[src/rtl/miniSRC_pkg.sv]
// Shared miniSRC definitions: logical-op opcodes, sequencer states, decode and strobe bundles.
package miniSRC_pkg;

  localparam int OPC_W = 5;

  localparam logic [OPC_W-1:0] OP_AND  = 5'b01010;
  localparam logic [OPC_W-1:0] OP_OR   = 5'b01011;
  localparam logic [OPC_W-1:0] OP_ANDI = 5'b01101;
  localparam logic [OPC_W-1:0] OP_ORI  = 5'b01110;
  localparam logic [OPC_W-1:0] OP_NEG  = 5'b10001;
  localparam logic [OPC_W-1:0] OP_NOT  = 5'b10010;

  typedef enum logic [2:0] {
    S_IDLE,
    S_LOAD_Y,
    S_EXEC,
    S_WB,
    S_ERR
  } seq_state_t;

  // op_sel is one-hot {and, or, neg, not}
  typedef struct packed {
    logic       is_binary;
    logic       is_imm;
    logic       legal;
    logic [3:0] op_sel;
  } decode_t;

  typedef struct packed {
    logic busy;
    logic done;
    logic err;
    logic gra;
    logic grb;
    logic grc;
    logic r_out;
    logic r_in;
    logic c_out;
    logic y_in;
    logic z_in;
    logic zlow_out;
    logic in_and;
    logic in_or;
    logic in_neg;
    logic in_not;
  } strobes_t;

  function automatic seq_state_t next_state(seq_state_t s, logic start, decode_t d);
    seq_state_t n;
    n = S_IDLE;
    case (s)
      S_IDLE: begin
        if (!start)            n = S_IDLE;
        else if (!d.legal)     n = S_ERR;
        else if (d.is_binary)  n = S_LOAD_Y;
        else                   n = S_EXEC;
      end
      S_LOAD_Y: n = S_EXEC;
      S_EXEC:   n = S_WB;
      default:  n = S_IDLE;
    endcase
    return n;
  endfunction

  // Moore strobes of a state; only EXEC looks at the decoded opcode.
  function automatic strobes_t strobes_for(seq_state_t s, decode_t d);
    strobes_t o;
    o = '0;
    case (s)
      S_LOAD_Y: begin
        o.busy  = 1'b1;
        o.grb   = 1'b1;
        o.r_out = 1'b1;
        o.y_in  = 1'b1;
      end
      S_EXEC: begin
        o.busy = 1'b1;
        o.z_in = 1'b1;
        {o.in_and, o.in_or, o.in_neg, o.in_not} = d.op_sel;
        if (d.is_imm) begin
          o.c_out = 1'b1;
        end else begin
          o.r_out = 1'b1;
          if (d.is_binary) o.grc = 1'b1;
          else             o.grb = 1'b1;
        end
      end
      S_WB: begin
        o.busy     = 1'b1;
        o.zlow_out = 1'b1;
        o.gra      = 1'b1;
        o.r_in     = 1'b1;
        o.done     = 1'b1;
      end
      S_ERR: begin
        o.busy = 1'b1;
        o.err  = 1'b1;
      end
      default: o = '0;
    endcase
    return o;
  endfunction

endpackage

[src/rtl/alu_logic_sequencer_if.sv]
// Handshake and datapath-strobe bundle between the main control unit and the logic sequencer.
interface alu_logic_sequencer_if #(
  parameter int OPCODE_W = 5
);
  logic                start;
  logic [OPCODE_W-1:0] opcode;
  logic                busy;
  logic                done;
  logic                err;
  logic                gra;
  logic                grb;
  logic                grc;
  logic                r_out;
  logic                r_in;
  logic                c_out;
  logic                y_in;
  logic                z_in;
  logic                zlow_out;
  logic                in_and;
  logic                in_or;
  logic                in_neg;
  logic                in_not;

  modport master (
    output start, opcode,
    input  busy, done, err, gra, grb, grc, r_out, r_in, c_out,
           y_in, z_in, zlow_out, in_and, in_or, in_neg, in_not
  );

  modport slave (
    input  start, opcode,
    output busy, done, err, gra, grb, grc, r_out, r_in, c_out,
           y_in, z_in, zlow_out, in_and, in_or, in_neg, in_not
  );
endinterface

[src/rtl/alu_logic_decode.sv]
// Combinational classification of logical-ALU opcodes; shared with the main control unit.
module alu_logic_decode
  import miniSRC_pkg::*;
#(
  parameter int OPCODE_W = 5
) (
  input  logic [OPCODE_W-1:0] opcode,
  output decode_t             dec
);

  always_comb begin
    dec = '0;
    case (opcode)
      OP_AND: begin
        dec.legal     = 1'b1;
        dec.is_binary = 1'b1;
        dec.op_sel    = 4'b1000;
      end
      OP_OR: begin
        dec.legal     = 1'b1;
        dec.is_binary = 1'b1;
        dec.op_sel    = 4'b0100;
      end
      OP_ANDI: begin
        dec.legal     = 1'b1;
        dec.is_binary = 1'b1;
        dec.is_imm    = 1'b1;
        dec.op_sel    = 4'b1000;
      end
      OP_ORI: begin
        dec.legal     = 1'b1;
        dec.is_binary = 1'b1;
        dec.is_imm    = 1'b1;
        dec.op_sel    = 4'b0100;
      end
      OP_NEG: begin
        dec.legal  = 1'b1;
        dec.op_sel = 4'b0010;
      end
      OP_NOT: begin
        dec.legal  = 1'b1;
        dec.op_sel = 4'b0001;
      end
      default: dec = '0;
    endcase
  end

endmodule

[src/rtl/alu_logic_sequencer.sv]
// T3..T5 execute-step sequencer for and/or/andi/ori/neg/not, driving the logical-ALU datapath strobes.
module alu_logic_sequencer
  import miniSRC_pkg::*;
#(
  parameter int OPCODE_W = 5
) (
  input  logic                  clk,
  input  logic                  clr,
  alu_logic_sequencer_if.slave  bus
);

  seq_state_t          state;
  seq_state_t          nxt;
  logic [OPCODE_W-1:0] op_q;
  logic [OPCODE_W-1:0] dec_op;
  decode_t             dec;
  strobes_t            strb_q;

  // In IDLE the incoming opcode is decoded so that a unary op can enter EXEC with
  // its strobes already registered; afterwards only the latched copy matters.
  assign dec_op = (state == S_IDLE) ? bus.opcode : op_q;

  alu_logic_decode #(
    .OPCODE_W(OPCODE_W)
  ) u_decode (
    .opcode(dec_op),
    .dec   (dec)
  );

  assign nxt = next_state(state, bus.start, dec);

  always_ff @(posedge clk) begin
    if (clr) begin
      state  <= S_IDLE;
      op_q   <= '0;
      strb_q <= '0;
    end else begin
      state  <= nxt;
      strb_q <= strobes_for(nxt, dec);
      if (state == S_IDLE && bus.start) begin
        op_q <= bus.opcode;
      end
    end
  end

  assign bus.busy     = strb_q.busy;
  assign bus.done     = strb_q.done;
  assign bus.err      = strb_q.err;
  assign bus.gra      = strb_q.gra;
  assign bus.grb      = strb_q.grb;
  assign bus.grc      = strb_q.grc;
  assign bus.r_out    = strb_q.r_out;
  assign bus.r_in     = strb_q.r_in;
  assign bus.c_out    = strb_q.c_out;
  assign bus.y_in     = strb_q.y_in;
  assign bus.z_in     = strb_q.z_in;
  assign bus.zlow_out = strb_q.zlow_out;
  assign bus.in_and   = strb_q.in_and;
  assign bus.in_or    = strb_q.in_or;
  assign bus.in_neg   = strb_q.in_neg;
  assign bus.in_not   = strb_q.in_not;

  a_one_bus_driver: assert property (@(posedge clk) disable iff (clr)
    $onehot0({strb_q.r_out, strb_q.c_out, strb_q.zlow_out}));

  a_one_reg_select: assert property (@(posedge clk) disable iff (clr)
    $onehot0({strb_q.gra, strb_q.grb, strb_q.grc}));

  a_alu_sel_exec_only: assert property (@(posedge clk) disable iff (clr)
    $onehot0({strb_q.in_and, strb_q.in_or, strb_q.in_neg, strb_q.in_not}) &&
    ((state == S_EXEC) || ({strb_q.in_and, strb_q.in_or, strb_q.in_neg, strb_q.in_not} == 4'b0000)));

  a_busy_non_idle: assert property (@(posedge clk) disable iff (clr)
    strb_q.busy == (state != S_IDLE));

endmodule
[src/flat_wrapper.sv]
// flat-port wrapper written by rule: the top's interface ports become plain ports
module alu_logic_sequencer_flat import miniSRC_pkg::*;
#(
  parameter int OPCODE_W = 5
)
  (clk, clr, bus_start, bus_opcode, bus_busy, bus_done, bus_err, bus_gra, bus_grb, bus_grc, bus_r_out, bus_r_in, bus_c_out, bus_y_in, bus_z_in, bus_zlow_out, bus_in_and, bus_in_or, bus_in_neg, bus_in_not);
  alu_logic_sequencer_if #(.OPCODE_W(OPCODE_W)) bus_i ();
  input  logic clk;
  input  logic clr;
  input wire logic [$bits(bus_i.start)-1:0] bus_start;
  input wire logic [$bits(bus_i.opcode)-1:0] bus_opcode;
  output wire logic [$bits(bus_i.busy)-1:0] bus_busy;
  output wire logic [$bits(bus_i.done)-1:0] bus_done;
  output wire logic [$bits(bus_i.err)-1:0] bus_err;
  output wire logic [$bits(bus_i.gra)-1:0] bus_gra;
  output wire logic [$bits(bus_i.grb)-1:0] bus_grb;
  output wire logic [$bits(bus_i.grc)-1:0] bus_grc;
  output wire logic [$bits(bus_i.r_out)-1:0] bus_r_out;
  output wire logic [$bits(bus_i.r_in)-1:0] bus_r_in;
  output wire logic [$bits(bus_i.c_out)-1:0] bus_c_out;
  output wire logic [$bits(bus_i.y_in)-1:0] bus_y_in;
  output wire logic [$bits(bus_i.z_in)-1:0] bus_z_in;
  output wire logic [$bits(bus_i.zlow_out)-1:0] bus_zlow_out;
  output wire logic [$bits(bus_i.in_and)-1:0] bus_in_and;
  output wire logic [$bits(bus_i.in_or)-1:0] bus_in_or;
  output wire logic [$bits(bus_i.in_neg)-1:0] bus_in_neg;
  output wire logic [$bits(bus_i.in_not)-1:0] bus_in_not;
  assign bus_i.start = bus_start;
  assign bus_i.opcode = bus_opcode;
  assign bus_busy = bus_i.busy;
  assign bus_done = bus_i.done;
  assign bus_err = bus_i.err;
  assign bus_gra = bus_i.gra;
  assign bus_grb = bus_i.grb;
  assign bus_grc = bus_i.grc;
  assign bus_r_out = bus_i.r_out;
  assign bus_r_in = bus_i.r_in;
  assign bus_c_out = bus_i.c_out;
  assign bus_y_in = bus_i.y_in;
  assign bus_z_in = bus_i.z_in;
  assign bus_zlow_out = bus_i.zlow_out;
  assign bus_in_and = bus_i.in_and;
  assign bus_in_or = bus_i.in_or;
  assign bus_in_neg = bus_i.in_neg;
  assign bus_in_not = bus_i.in_not;
  alu_logic_sequencer #(.OPCODE_W(OPCODE_W)) u_core (.clk(clk), .clr(clr), .bus(bus_i));
endmodule
[config.mk]
export PLATFORM = sky130hd
export DESIGN_NAME = alu_logic_sequencer_flat
export DESIGN_NICKNAME = d
export VERILOG_FILES = /design/src/rtl/miniSRC_pkg.sv /design/src/rtl/alu_logic_sequencer_if.sv /design/src/rtl/alu_logic_decode.sv /design/src/rtl/alu_logic_sequencer.sv /design/src/flat_wrapper.sv
export SDC_FILE = /design/constraint.sdc
export NUM_CORES = 1
export LEC_CHECK = 0
export BUFFER_PORTS_ARGS = -buffer_cell sky130_fd_sc_hd__buf_2
export CELL_PAD_IN_SITES_DETAIL_PLACEMENT = 0
export CELL_PAD_IN_SITES_GLOBAL_PLACEMENT = 2
export CORE_MARGIN = 2
export CORE_UTILIZATION = 30
export CTS_CLUSTER_SIZE = 30
export DETAILED_ROUTE_END_ITERATION = 8
export PLACE_DENSITY = 0.76
export SETUP_SLACK_MARGIN = 0.15
export SLEW_MARGIN = 20
export SYNTH_ARGS = -nofsm -noshare
export SYNTH_HDL_FRONTEND = slang
export SYNTH_SLANG_ARGS = --single-unit
[constraint.sdc]
create_clock -name clk -period 2.1 [get_ports clk]
set_input_delay 0.42 -clock clk [delete_from_list [all_inputs] [get_ports clk]]
set_output_delay 0.42 -clock clk [all_outputs]
set_load 0.02 [all_outputs]
## After elaboration in Yosys (flattened, before gate mapping)

Cells that the tools add are included.

| operators by class | value |
|---|---|
| div/mod/pow operators | 0 |
| equal/unequal tests | 12 |
| $add $sub $neg | 0 |
| magnitude comparators | 0 |
| bitwise gates (word level) | 1 |
| shift-type cells | 0 |
| reductions and logical operators | 9 |
| multipliers | 0 |
| multiplexer cells | 19 |

Operator list:

| cell | count |
|---|---|
| == test 5 x 4 -> 1 bit, second input constant | 4 |
| case mux 5 bit (4 select lines) | 1 |
| == test 5 bit, second input constant | 2 |
| two-way mux 1 bit | 10 |
| == test 3 x 2 -> 1 bit, second input constant | 3 |
| two-way mux 3 bit | 3 |
| case mux 3 bit (3 select lines) | 1 |
| OR reduction 2 bit | 4 |
| OR reduction 4 bit | 2 |
| == test 3 x 1 -> 1 bit, second input constant | 2 |
| two-way mux 5 bit | 1 |
| case mux 1 bit (2 select lines) | 2 |
| == test 3 bit, second input constant | 1 |
| logical NOT 3 bit | 1 |
| OR reduction 3 bit | 1 |
| two-way mux 2 bit | 1 |
| logical AND 1 bit | 1 |
| NOT 1 bit | 1 |

| word-level totals | value |
|---|---|
| bits in read-only memories | 0 |
| memories kept | 0 |
| bits in latches | 0 |
| logic and storage cells | 56 |
| input bits | 8 |
| bits in writable memories | 0 |
| bits in registers | 21 |
| output and inout bits | 16 |

## Depth between registers and ports, before layout

Gate-level depths: netlist of the first run.

| logic depth | value |
|---|---|
| depth in word-level cells | 12 |
| depth in mapped cells | 6 |
| mapped depth without buffers | 5 |

## Hierarchy

Synthesis of the first run repeated with hierarchy kept, for this count alone.

| unflattened totals | value |
|---|---|
| cell total of the unflattened synthesis | 95 |
| area total of the unflattened synthesis | 975.9 um2 |

Modules (own cells, without submodules):

| module | instances | seq. area each (um2) | area an instance (um2) | cells each |
|---|---|---|---|---|
| alu_logic_sequencer | 1 | 420.4 | 833.3 | 75 |
| alu_logic_decode | 1 | 0.0 | 142.6 | 20 |

## Least setup slack after synthesis of the first run

Ideal clock, no wire load.

| timing | value |
|---|---|
| path type | input -> register |
| from | in bus_opcode[2] |
| to | reg u_core.strb_q, in the netlist u_core.bus.r_out |
| setup slack | 0.600 ns |
| setup time | 0.071 ns |
| stages on the path | 5 |
| path buffers | 1 |
| arrival | 1.430 ns |
| required time | 2.029 ns |
| path through | buf_6 -> nor3b_4 -> a32oi_1 -> or3_1 -> a21oi_1 |

| between the ends | value |
|---|---|
| longest elaborated chain between the ends | 10 |
| elaborated cells between the ends (all ways) | 22 |
| classes of those cells | 8 x eq/ne; 10 x mux; 4 x reduce/logical |

RTL lines:

| element | RTL line | source |
|---|---|---|
| start, declared | flat_wrapper.sv:11 | `input wire logic [$bits(bus_i.opcode)-1:0] bus_opcode;` |
| two-way mux 5 bit (*) | alu_logic_sequencer.sv:21 | `assign dec_op = (state == S_IDLE) ? bus.opcode : op_q;` |
| == test 5 x 4 -> 1 bit | alu_logic_decode.sv:13 | `case (opcode)` |
| OR reduction 4 bit (no line) | - |  |
| two-way mux 1 bit | alu_logic_decode.sv:13 |  |
| two-way mux 2 bit | miniSRC_pkg.sv:55 | `else if (d.is_binary) n = S_LOAD_Y;` |
| two-way mux 3 bit | miniSRC_pkg.sv:54 | `else if (!d.legal) n = S_ERR;` |
| two-way mux 3 bit | miniSRC_pkg.sv:53 | `if (!start) n = S_IDLE;` |
| case mux 3 bit (3 select lines) | miniSRC_pkg.sv:51 | `case (s)` |
| == test 3 x 2 -> 1 bit or == test 3 x 1 -> 1 bit (tied branches) | miniSRC_pkg.sv:69 | `case (s)` |
| case mux 1 bit (2 select lines) (*) | miniSRC_pkg.sv:69 |  |
| end signal, assigned | alu_logic_sequencer.sv:39 | `strb_q <= strobes_for(nxt, dec);` |
| end, declared | alu_logic_sequencer.sv:17 | `strobes_t strb_q;` |

Every way passes the cells marked *; elsewhere a longest branch is shown, timed or not.
A chain may end at the register's enable or synchronous reset.

## Final worst setup path of the first run

| timing | value |
|---|---|
| from | reg u_core.state[0] |
| to | reg u_core.strb_q, in the netlist u_core.bus.busy |

| between the ends | value |
|---|---|
| longest elaborated chain between the ends | 12 |
| elaborated cells between the ends (all ways) | 25 |
| classes of those cells | 12 x eq/ne; 8 x mux; 5 x reduce/logical |

RTL lines:

| element | RTL line | source |
|---|---|---|
| start, declared | alu_logic_sequencer.sv:12 | `seq_state_t state;` |
| start signal, assigned | alu_logic_sequencer.sv:38 | `state <= nxt;` |
| logical NOT 3 bit | miniSRC_pkg.sv:51, alu_logic_sequencer.sv:21 |  |
| two-way mux 5 bit | alu_logic_sequencer.sv:21 |  |
| == test 5 x 4 -> 1 bit | alu_logic_decode.sv:13 |  |
| OR reduction 4 bit (no line) | - |  |
| two-way mux 1 bit | alu_logic_decode.sv:13 |  |
| two-way mux 2 bit | miniSRC_pkg.sv:55 |  |
| two-way mux 3 bit | miniSRC_pkg.sv:54 |  |
| two-way mux 3 bit | miniSRC_pkg.sv:53 |  |
| case mux 3 bit (3 select lines) (*) | miniSRC_pkg.sv:51 |  |
| == test 3 x 1 -> 1 bit, or another cell as far along | miniSRC_pkg.sv:69 |  |
| OR reduction 4 bit (no line) (*) | - |  |
| two-way mux 1 bit (*) | miniSRC_pkg.sv:69 |  |

Marks and branches as above.

==> flow_metrics.env, run 1 <==
export IMPL_critical_path_arrival_ps=1750
export IMPL_drc=0
export IMPL_async_reset_ff_frac=0
export IMPL_worstSkewPairLatency_ps=260
export IMPL_largest_register="u_core.op_q"
export IMPL_total_power_w=0.000891
export IMPL_drive_gt1_frac=0.248
export IMPL_nNetsFinal=150
export IMPL_end_kind="register"
export IMPL_die_y_um=65.3
export IMPL_numCtsBuffers=3
export IMPL_postCtsHoldBufs=0
export IMPL_post_drt_wl_per_cell_um=12.2
export IMPL_die_area_um2=4260
export IMPL_drt_iter0_drc=31
export IMPL_antenna_found_initial=0
export IMPL_synth_seq_area_share=0.373
export IMPL_clockBufferDepth=2
export IMPL_hp_class="input pin to register"
export IMPL_synthFlopType="dfxtp_1"
export IMPL_synth_edf_count=0
export IMPL_design_area_um2=1230
export IMPL_crit_required_ps=2240
export IMPL_place_gp_congestion=0.859
export IMPL_grt_use_total=0.123
export IMPL_synth_seq_cells=21
export IMPL_start_util=0.310
export IMPL_synthToLayoutAreaGrowth_pct=9.67
export IMPL_setup_violations=0
export IMPL_synth_warnings=0
export IMPL_outcome="finished clean"
export IMPL_postPlaceCellArea_um2=1190
export IMPL_fin_crit_ps=1620
export IMPL_routed_wl_mm=2.32
export IMPL_netlist_area_um2=1130
export IMPL_synthCells=128
export IMPL_grt_ovfl_total=0
export IMPL_antenna_cells=0
export IMPL_vias=920
export IMPL_critical_path_class="register to register"
export IMPL_die_w_um=65.3
export IMPL_place_hpwl_mm=1.79
export IMPL_largest_reg_flops=5
export IMPL_detail_route_antenna_nets=0
export IMPL_critical_path_max_fanout=10
export IMPL_fin_skew_ps=3.46
export IMPL_cts_setup_buffers=0
export IMPL_yosysUniqueCellTypes=44
export IMPL_cts_tree="built"
export IMPL_power_leakage_nw=0.512
export IMPL_drv_cap=0
export IMPL_post_route_period_util=0.769
export IMPL_tns_ps=0
export IMPL_grt_pass1_wl_mm=3.95
export IMPL_grt_pass1_vias=847
export IMPL_rsz0062_at_grt="false"
export IMPL_clk_pin_slew_worst_paths_ps=70
export IMPL_core_area_um2=3630
export IMPL_ioPinCount=24
export IMPL_reg_top3="u_core.op_q: 5 flops, u_core.state: 3 flops"
export IMPL_avgSynthCellArea_um2=8.80
export IMPL_io_buffer_count=23
export IMPL_relSlewSlack=0.729
export IMPL_fp_row_count=22
export IMPL_pwr_density_cell_nw_per_um2=721
export IMPL_cts_resized=0
export IMPL_vias_per_cell=4.87
export IMPL_grt_max_degree=14
export IMPL_worst_setup_path_start_kind="register"
export IMPL_final_max_slew_viol_count=0
export IMPL_htreeDepth=1
export IMPL_cts_root_buf="clkbuf_8"
export IMPL_clock_sinks=21
export IMPL_syn_nets=136
export IMPL_fmax_mhz=619
export IMPL_hold_viol=0
export IMPL_worst_pin_slew_ps=401
export IMPL_drt_pass1_iterations=4
export IMPL_ir_drop_v=0.000209
critical path: stages, from the launching register on:
cell	delay, ps
dfxtp_1	410
nor3_4	410
mux2i_1	210
a211oi_2	320
o32ai_1	130
placed cells by master (no fill, tap or decap), types with 2 or more instances in the layout:
cell      synthesis  final
a21oi_1          10     10
a21o_1            2      2
nand2_1          15     15
nor3_1            6      6
inv_1             2      2
or3_1             2      2
clkbuf_8          0      3
buf_2             2     23
nor3b_1           2      2
xnor2_1           3      3
nor2_1           13     13
dfxtp_1          21     21
o21a_1            3      3
xor2_1            3      3
nand2b_1          4      4
a32oi_1           2      2
cell usage after synthesis, types with 2 or more instances:
library cell  instances  area [um2]
a21o_1                2        15.0
a21oi_1              10        50.1
a32oi_1               2        17.5
buf_2                 2        10.0
buf_4                 3        22.5
buf_6                 6        67.6
clkbuf_1              3        11.3
dfxtp_1              21         420
inv_1                 2        7.51
nand2_1              15        56.3
nand2b_1              4        25.0
nor2_1               13        48.8
nor3_1                6        30.0
nor3b_1               2        15.0
o21a_1                3        22.5
or3_1                 2        12.5
xnor2_1               3        26.3
xor2_1                3        26.3
final cells by class:
class                   instances  area (um2)
fillers                       406        2400
multi-input cells              91         587
flip-flops and latches         21         420
repair buffers                 23         115
well taps                      48        60.1
clock buffers                   4        45.0
inverters                       2        7.51
metrics by stage:
stage | hold WS, ps | cells | setup WS, ps | util
final | 438 | 189 | 484 | 0.340
after global routing | 469 | 189 | 332 | 0.340
after CTS | 443 | 189 | 470 | 0.340
after detailed placement | 462 | 185 | 362 | 0.327
after global placement | 459 | 185 | 373 | 0.327
after floorplan | 440 | 128 | 600 | -
worst paths after layout:
check	from	end	slack (ps)	cells past startpoint
worst max-delay path	u_core.state[0]$_SDFF_PP0_	u_core.bus.busy$_SDFF_PP0_	480	4
worst min-delay path	bus_opcode[4]	u_core.op_q[4]$_SDFFE_PP0P_	440	3
worst max register to register	u_core.state[0]$_SDFF_PP0_	u_core.bus.busy$_SDFF_PP0_	480	4
worst min register to register	u_core.op_q[4]$_SDFFE_PP0P_	u_core.op_q[4]$_SDFFE_PP0P_	470	2
metal layers:
layer  global-route usage  share of wire
met5                    0              0
met4               0.0703          0.028
met3               0.0205          0.032
met2                0.188           0.46
met1                0.163           0.48
kinds of logic (layout without fill, tap and decap cells):
logic type	count (synthesis)	count (layout)	synth area share
flip-flops	21	21	0.373
AO/OA/AOI/OAI	29	29	0.181
XOR/XNOR	6	6	0.0467
AND/OR/NAND/NOR	55	55	0.284
buffers and inverters	16	29	0.106
multiplexers	1	1	0.00889
power by group:
group | switching, W | total [W] | internal, W
clock network | 0.000128 | 0.000263 | 0.000135
logic | 0.000107 | 0.000181 | 0.0000741
registers | 0.0000269 | 0.000446 | 0.000419
total | 0.000262 | 0.000891 | 0.000628
No activity file was read; power rests on OpenSTA's default activity.
==> inputs of run 2 (changes only) <==
CORE_UTILIZATION = 28   (was 30)
PLACE_DENSITY = 0.75   (was 0.76)
clock period = 1.4 ns   (was 2.1 ns; I/O delays follow)
==> flow_metrics.env, run 2 (synthesized netlist as in run 1, its figures left out) <==
export IMPL_relSlewSlack=0.706
export IMPL_nNetsFinal=183
export IMPL_vias_per_cell=4.65
export IMPL_rsz0062_at_grt="true"
export IMPL_clk_pin_slew_worst_paths_ps=70
export IMPL_grt_use_total=0.139
export IMPL_grt_ovfl_total=0
export IMPL_core_area_um2=3940
export IMPL_cts_root_buf="clkbuf_8"
export IMPL_hold_depth=4
export IMPL_place_hpwl_mm=2.17
export IMPL_setup_violations=12
export IMPL_grt_pass1_vias=1051
export IMPL_clockBufferDepth=2
export IMPL_post_route_period_util=1.04
export IMPL_reg_top3="u_core.op_q: 5 flops, u_core.state: 3 flops"
export IMPL_place_gp_congestion=0.886
export IMPL_worst_setup_path_start_kind="register"
export IMPL_ir_drop_v=0.000330
export IMPL_io_buffer_count=23
export IMPL_final_max_slew_viol_count=0
export IMPL_layout_setup_ws_ps=-55.2
export IMPL_largest_register="u_core.op_q"
export IMPL_r2r_cells=6
export IMPL_cts_tree="built"
export IMPL_numCtsBuffers=3
export IMPL_layout_commonest_cell="buf_4"
export IMPL_die_area_um2=4540
export IMPL_violations="negative setup slack"
export IMPL_critical_path_max_fanout=6
export IMPL_fin_crit_ps=1460
export IMPL_ioPinCount=24
export IMPL_detail_route_antenna_nets=0
export IMPL_drt_iter0_drc=28
export IMPL_htreeDepth=1
export IMPL_power_leakage_nw=0.744
export IMPL_antenna_found_initial=0
export IMPL_synthToLayoutAreaGrowth_pct=50.1
export IMPL_hp_class="input pin to register"
export IMPL_critical_path_arrival_ps=1650
export IMPL_placed_cells_incl_taps=217
export IMPL_routed_wl_mm=2.83
export IMPL_fp_row_count=23
export IMPL_total_power_w=0.00158
export IMPL_fmax_mhz=687
export IMPL_drc=0
export IMPL_worstSkewPairLatency_ps=260
export IMPL_drt_pass1_iterations=4
export IMPL_final_cell_mix="buf_4 (28), buf_2 (23), dfxtp_1 (17)"
export IMPL_grt_pass1_wl_mm=4.66
export IMPL_die_y_um=67.4
export IMPL_postCtsHoldBufs=0
export IMPL_layout_cells_non_filler=224
export IMPL_clock_sinks=21
export IMPL_crit_required_ps=1590
export IMPL_antenna_cells=0
export IMPL_worst_pin_slew_ps=430
export IMPL_vias=1041
export IMPL_hold_viol=0
export IMPL_drv_cap=0
export IMPL_tns_ps=-198
export IMPL_end_kind="register"
export IMPL_pwr_density_cell_nw_per_um2=934
export IMPL_fin_skew_ps=3.62
export IMPL_grt_max_degree=14
export IMPL_largest_reg_flops=5
export IMPL_die_w_um=67.4
export IMPL_critical_path_class="register to register"
export IMPL_start_util=0.286
export IMPL_drive_gt1_frac=0.569
export IMPL_post_drt_wl_per_cell_um=12.6
export IMPL_outcome="finished with violations"
==> run 2: cell types whose count changed in the layout (fill, tap and decap cells not counted), moves of 3 or more <==
| cell | previous run | this run |
|---|---|---|
| buf_4 | 0 | 28 |
| nand2_1 | 15 | 7 |
| a21oi_1 | 10 | 5 |
| a21oi_2 | 0 | 5 |
| nand2_4 | 0 | 5 |
| dfxtp_1 | 21 | 17 |
| dfxtp_2 | 0 | 4 |
| buf_6 | 0 | 3 |
| nand2_2 | 0 | 3 |
| nor3_1 | 6 | 3 |
==> run 2: path summary, 6_finish.rpt <==
kind / start / endpoint / slack [ps]
max reg2reg: u_core.state[1]$_SDFF_PP0_ / u_core.bus.r_out$_SDFF_PP0_ / -60
min reg2reg: u_core.op_q[4]$_SDFFE_PP0P_ / u_core.op_q[4]$_SDFFE_PP0P_ / 480
max: u_core.state[1]$_SDFF_PP0_ / u_core.bus.r_out$_SDFF_PP0_ / -60
min: bus_opcode[4] / u_core.op_q[4]$_SDFFE_PP0P_ / 400
==> run 2: where the power goes <==
| group | total (W) | switching [W] | internal, W |
|---|---|---|---|
| clock | 0.000390 | 0.000187 | 0.000203 |
| combinational | 0.000529 | 0.000263 | 0.000266 |
| sequential | 0.000660 | 0.0000296 | 0.000631 |
| total | 0.00158 | 0.000480 | 0.00110 |
==> run 2: layer usage <==
metal  vias up  track usage  share of wire
met5         -            0              0
met4         0       0.0740          0.023
met3         5       0.0250          0.033
met2        16        0.236           0.50
met1       490        0.165           0.44
li1        530            -              -
==> run 2: layout make-up <==
type / count / area, um2
Tap cell: 50 / 62.6
Inverter: 2 / 7.51
Fill cell: 387 / 2250
Clock buffer: 4 / 45.0
Timing Repair Buffer: 56 / 399
Multi-Input combinational cell: 91 / 751
Sequential cell: 21 / 425
==> run 2: repair_timing <==
action                                  4_1_cts  5_1_grt
pin swaps                                     9       17
gates resized for setup                      18       23
setup buffers                                 1        2
cloned                                        0        0
endpoints found under the setup margin       20       20
==> run 2: metrics by stage <==
stage / utilization / worst slack [ps] / instance area (um2) / hold WS [ps]
finish: 0.429 / -55.2 / 1690 / 397
global route: 0.429 / -94.2 / 1690 / 407
CTS: 0.400 / -48.1 / 1580 / 392
detailed placement: 0.370 / -115 / 1460 / 469
global placement: 0.370 / -180 / 1460 / 455
floorplan: - / -17.4 / 1140 / 416
==> run 2: critical path, cell delays in order (launching register included) <==
cell,delay (ps)
dfxtp_2,340
buf_12,130
nor3_4,270
buf_4,180
nor4b_2,40
or3_1,310
a21oi_1,120
==> inputs of run 3 (changes only) <==
CTS_CLUSTER_SIZE = unset   (was 30)
clock period = 1.2 ns   (was 1.4 ns; I/O delays follow)
==> flow_metrics.env, run 3 (synthesized netlist as in run 1, its figures left out) <==
export IMPL_crit_family="compound AO/OA/AOI/OAI gates"
export IMPL_layout_commonest_cell="buf_4"
export IMPL_final_max_slew_viol_count=0
export IMPL_core_area_um2=3940
export IMPL_final_cell_mix="buf_4 (31), buf_2 (19), dfxtp_1 (16)"
export IMPL_fin_util=0.420
export IMPL_reg_top3="u_core.op_q: 5 flops, u_core.state: 3 flops"
export IMPL_crit_path_start="u_core.state[1]$_SDFF_PP0_"
export IMPL_grt_pass1_vias=941
export IMPL_clockBufferDepth=2
export IMPL_timing_rr_start="u_core.state[1]$_SDFF_PP0_"
export IMPL_placed_cells_incl_taps=214
export IMPL_cp_slowest_cell="or3_4"
export IMPL_die_y_um=67.4
export IMPL_grt_ovfl_total=0
export IMPL_place_gp_congestion=0.790
export IMPL_grt_max_degree=13
export IMPL_drt_pass1_iterations=4
export IMPL_io_buffer_count=23
export IMPL_ioPinCount=24
export IMPL_grt_use_total=0.128
export IMPL_fillerInstances=390
export IMPL_fin_crit_ps=1440
export IMPL_layout_setup_ws_ps=-237
export IMPL_cts_tree="built"
export IMPL_fp_row_count=23
export IMPL_r2r_cells=4
export IMPL_outcome="finished with violations"
export IMPL_cts_root_buf="clkbuf_8"
export IMPL_nNetsFinal=180
export IMPL_power_leakage_nw=0.710
export IMPL_post_drt_wl_per_cell_um=13.1
export IMPL_crit_cells=4
export IMPL_post_route_period_util=1.20
export IMPL_postCtsHoldBufs=0
export IMPL_drive_gt1_frac=0.591
export IMPL_cp_num_buf_inv=0
export IMPL_synthToLayoutAreaGrowth_pct=47.0
export IMPL_antenna_cells=0
export IMPL_drt_iter0_drc=24
export IMPL_area_sequential_um2=432
export IMPL_htreeDepth=1
export IMPL_drv_cap=0
export IMPL_detail_route_antenna_nets=0
export IMPL_ir_drop_v=0.000527
export IMPL_die_w_um=67.4
export IMPL_largest_register="u_core.op_q"
export IMPL_critical_path_arrival_ps=1580
export IMPL_worst_setup_path_start_kind="register"
export IMPL_fin_skew_ps=9.02
export IMPL_total_power_w=0.00182
export IMPL_antenna_found_initial=0
export IMPL_routed_wl_mm=2.90
export IMPL_multi_input_area_um2=737
export IMPL_crit_required_ps=1350
export IMPL_largest_reg_flops=5
export IMPL_path_cells="or3_4 > o21a_1 > a211oi_4 > o32ai_1"
export IMPL_critical_path_max_fanout=8
export IMPL_hp_class="input pin to register"
export IMPL_worstHoldStart="clr"
export IMPL_rsz0062_at_grt="true"
export IMPL_clock_sinks=21
export IMPL_vias=1049
export IMPL_relSlewSlack=0.746
export IMPL_layout_cells_non_filler=221
export IMPL_start_util=0.286
export IMPL_die_area_um2=4540
export IMPL_worst_pin_slew_ps=372
export IMPL_setup_violations=17
export IMPL_tns_ps=-2610
export IMPL_place_hpwl_mm=2.18
export IMPL_clk_pin_slew_worst_paths_ps=80
export IMPL_fmax_mhz=696
export IMPL_hold_viol=0
export IMPL_numCtsBuffers=3
export IMPL_grt_pass1_wl_mm=4.35
export IMPL_critical_path_class="register to register"
export IMPL_end_kind="register"
export IMPL_violations="negative setup slack"
export IMPL_drc=0
export IMPL_critPathMaxStageDelay_ps=420
export IMPL_worstSkewPairLatency_ps=270
export IMPL_pwr_density_cell_nw_per_um2=1100
export IMPL_vias_per_cell=4.75
export IMPL_hold_depth=2
[run 3: power by group]
part	internal (W)	switching, W
sequential	0.000735	0.0000321
clock	0.000232	0.000239
combinational	0.000285	0.000297
total	0.00125	0.000568
[run 3: area by class of cell]
type,instances,area share
inverter,2,0.00454
sequential,21,0.261
tap,50,0.0378
clock inverter,1,0.00302
clock buffer,3,0.0249
timing repair buffer,53,0.224
multi-input combinational,91,0.445
[run 3: routing by layer]
layer,vias to the layer above,share of wire,track usage
met5,-,0,0
met4,0,0.0065,0.0383
met3,2,0.038,0.0167
met2,23,0.48,0.212
met1,500,0.47,0.172
li1,524,-,-
[run 3: repair_timing]
action	4_1_cts	5_1_grt
cloned	0	0
resized for setup	5	40
setup buffers	1	2
pin swaps	4	17
setup endpoints to repair	20	24
[run 3: path summary, 6_finish.rpt]
path	endpoint	slack [ps]
max	u_core.bus.busy$_SDFF_PP0_	-240
min	u_core.bus.r_out$_SDFF_PP0_	300
max reg2reg	u_core.bus.busy$_SDFF_PP0_	-240
min reg2reg	u_core.op_q[4]$_SDFFE_PP0P_	460
[run 3: metrics by stage]
| step | cell area, um2 | hold WS, ps | worst slack (ps) |
|---|---|---|---|
| floorplan | 1150 | 376 | -217 |
| CTS | 1490 | 293 | -238 |
| finish | 1660 | 297 | -237 |
| global placement | 1420 | 450 | -273 |
| detailed placement | 1420 | 458 | -306 |
| global route | 1660 | 305 | -276 |
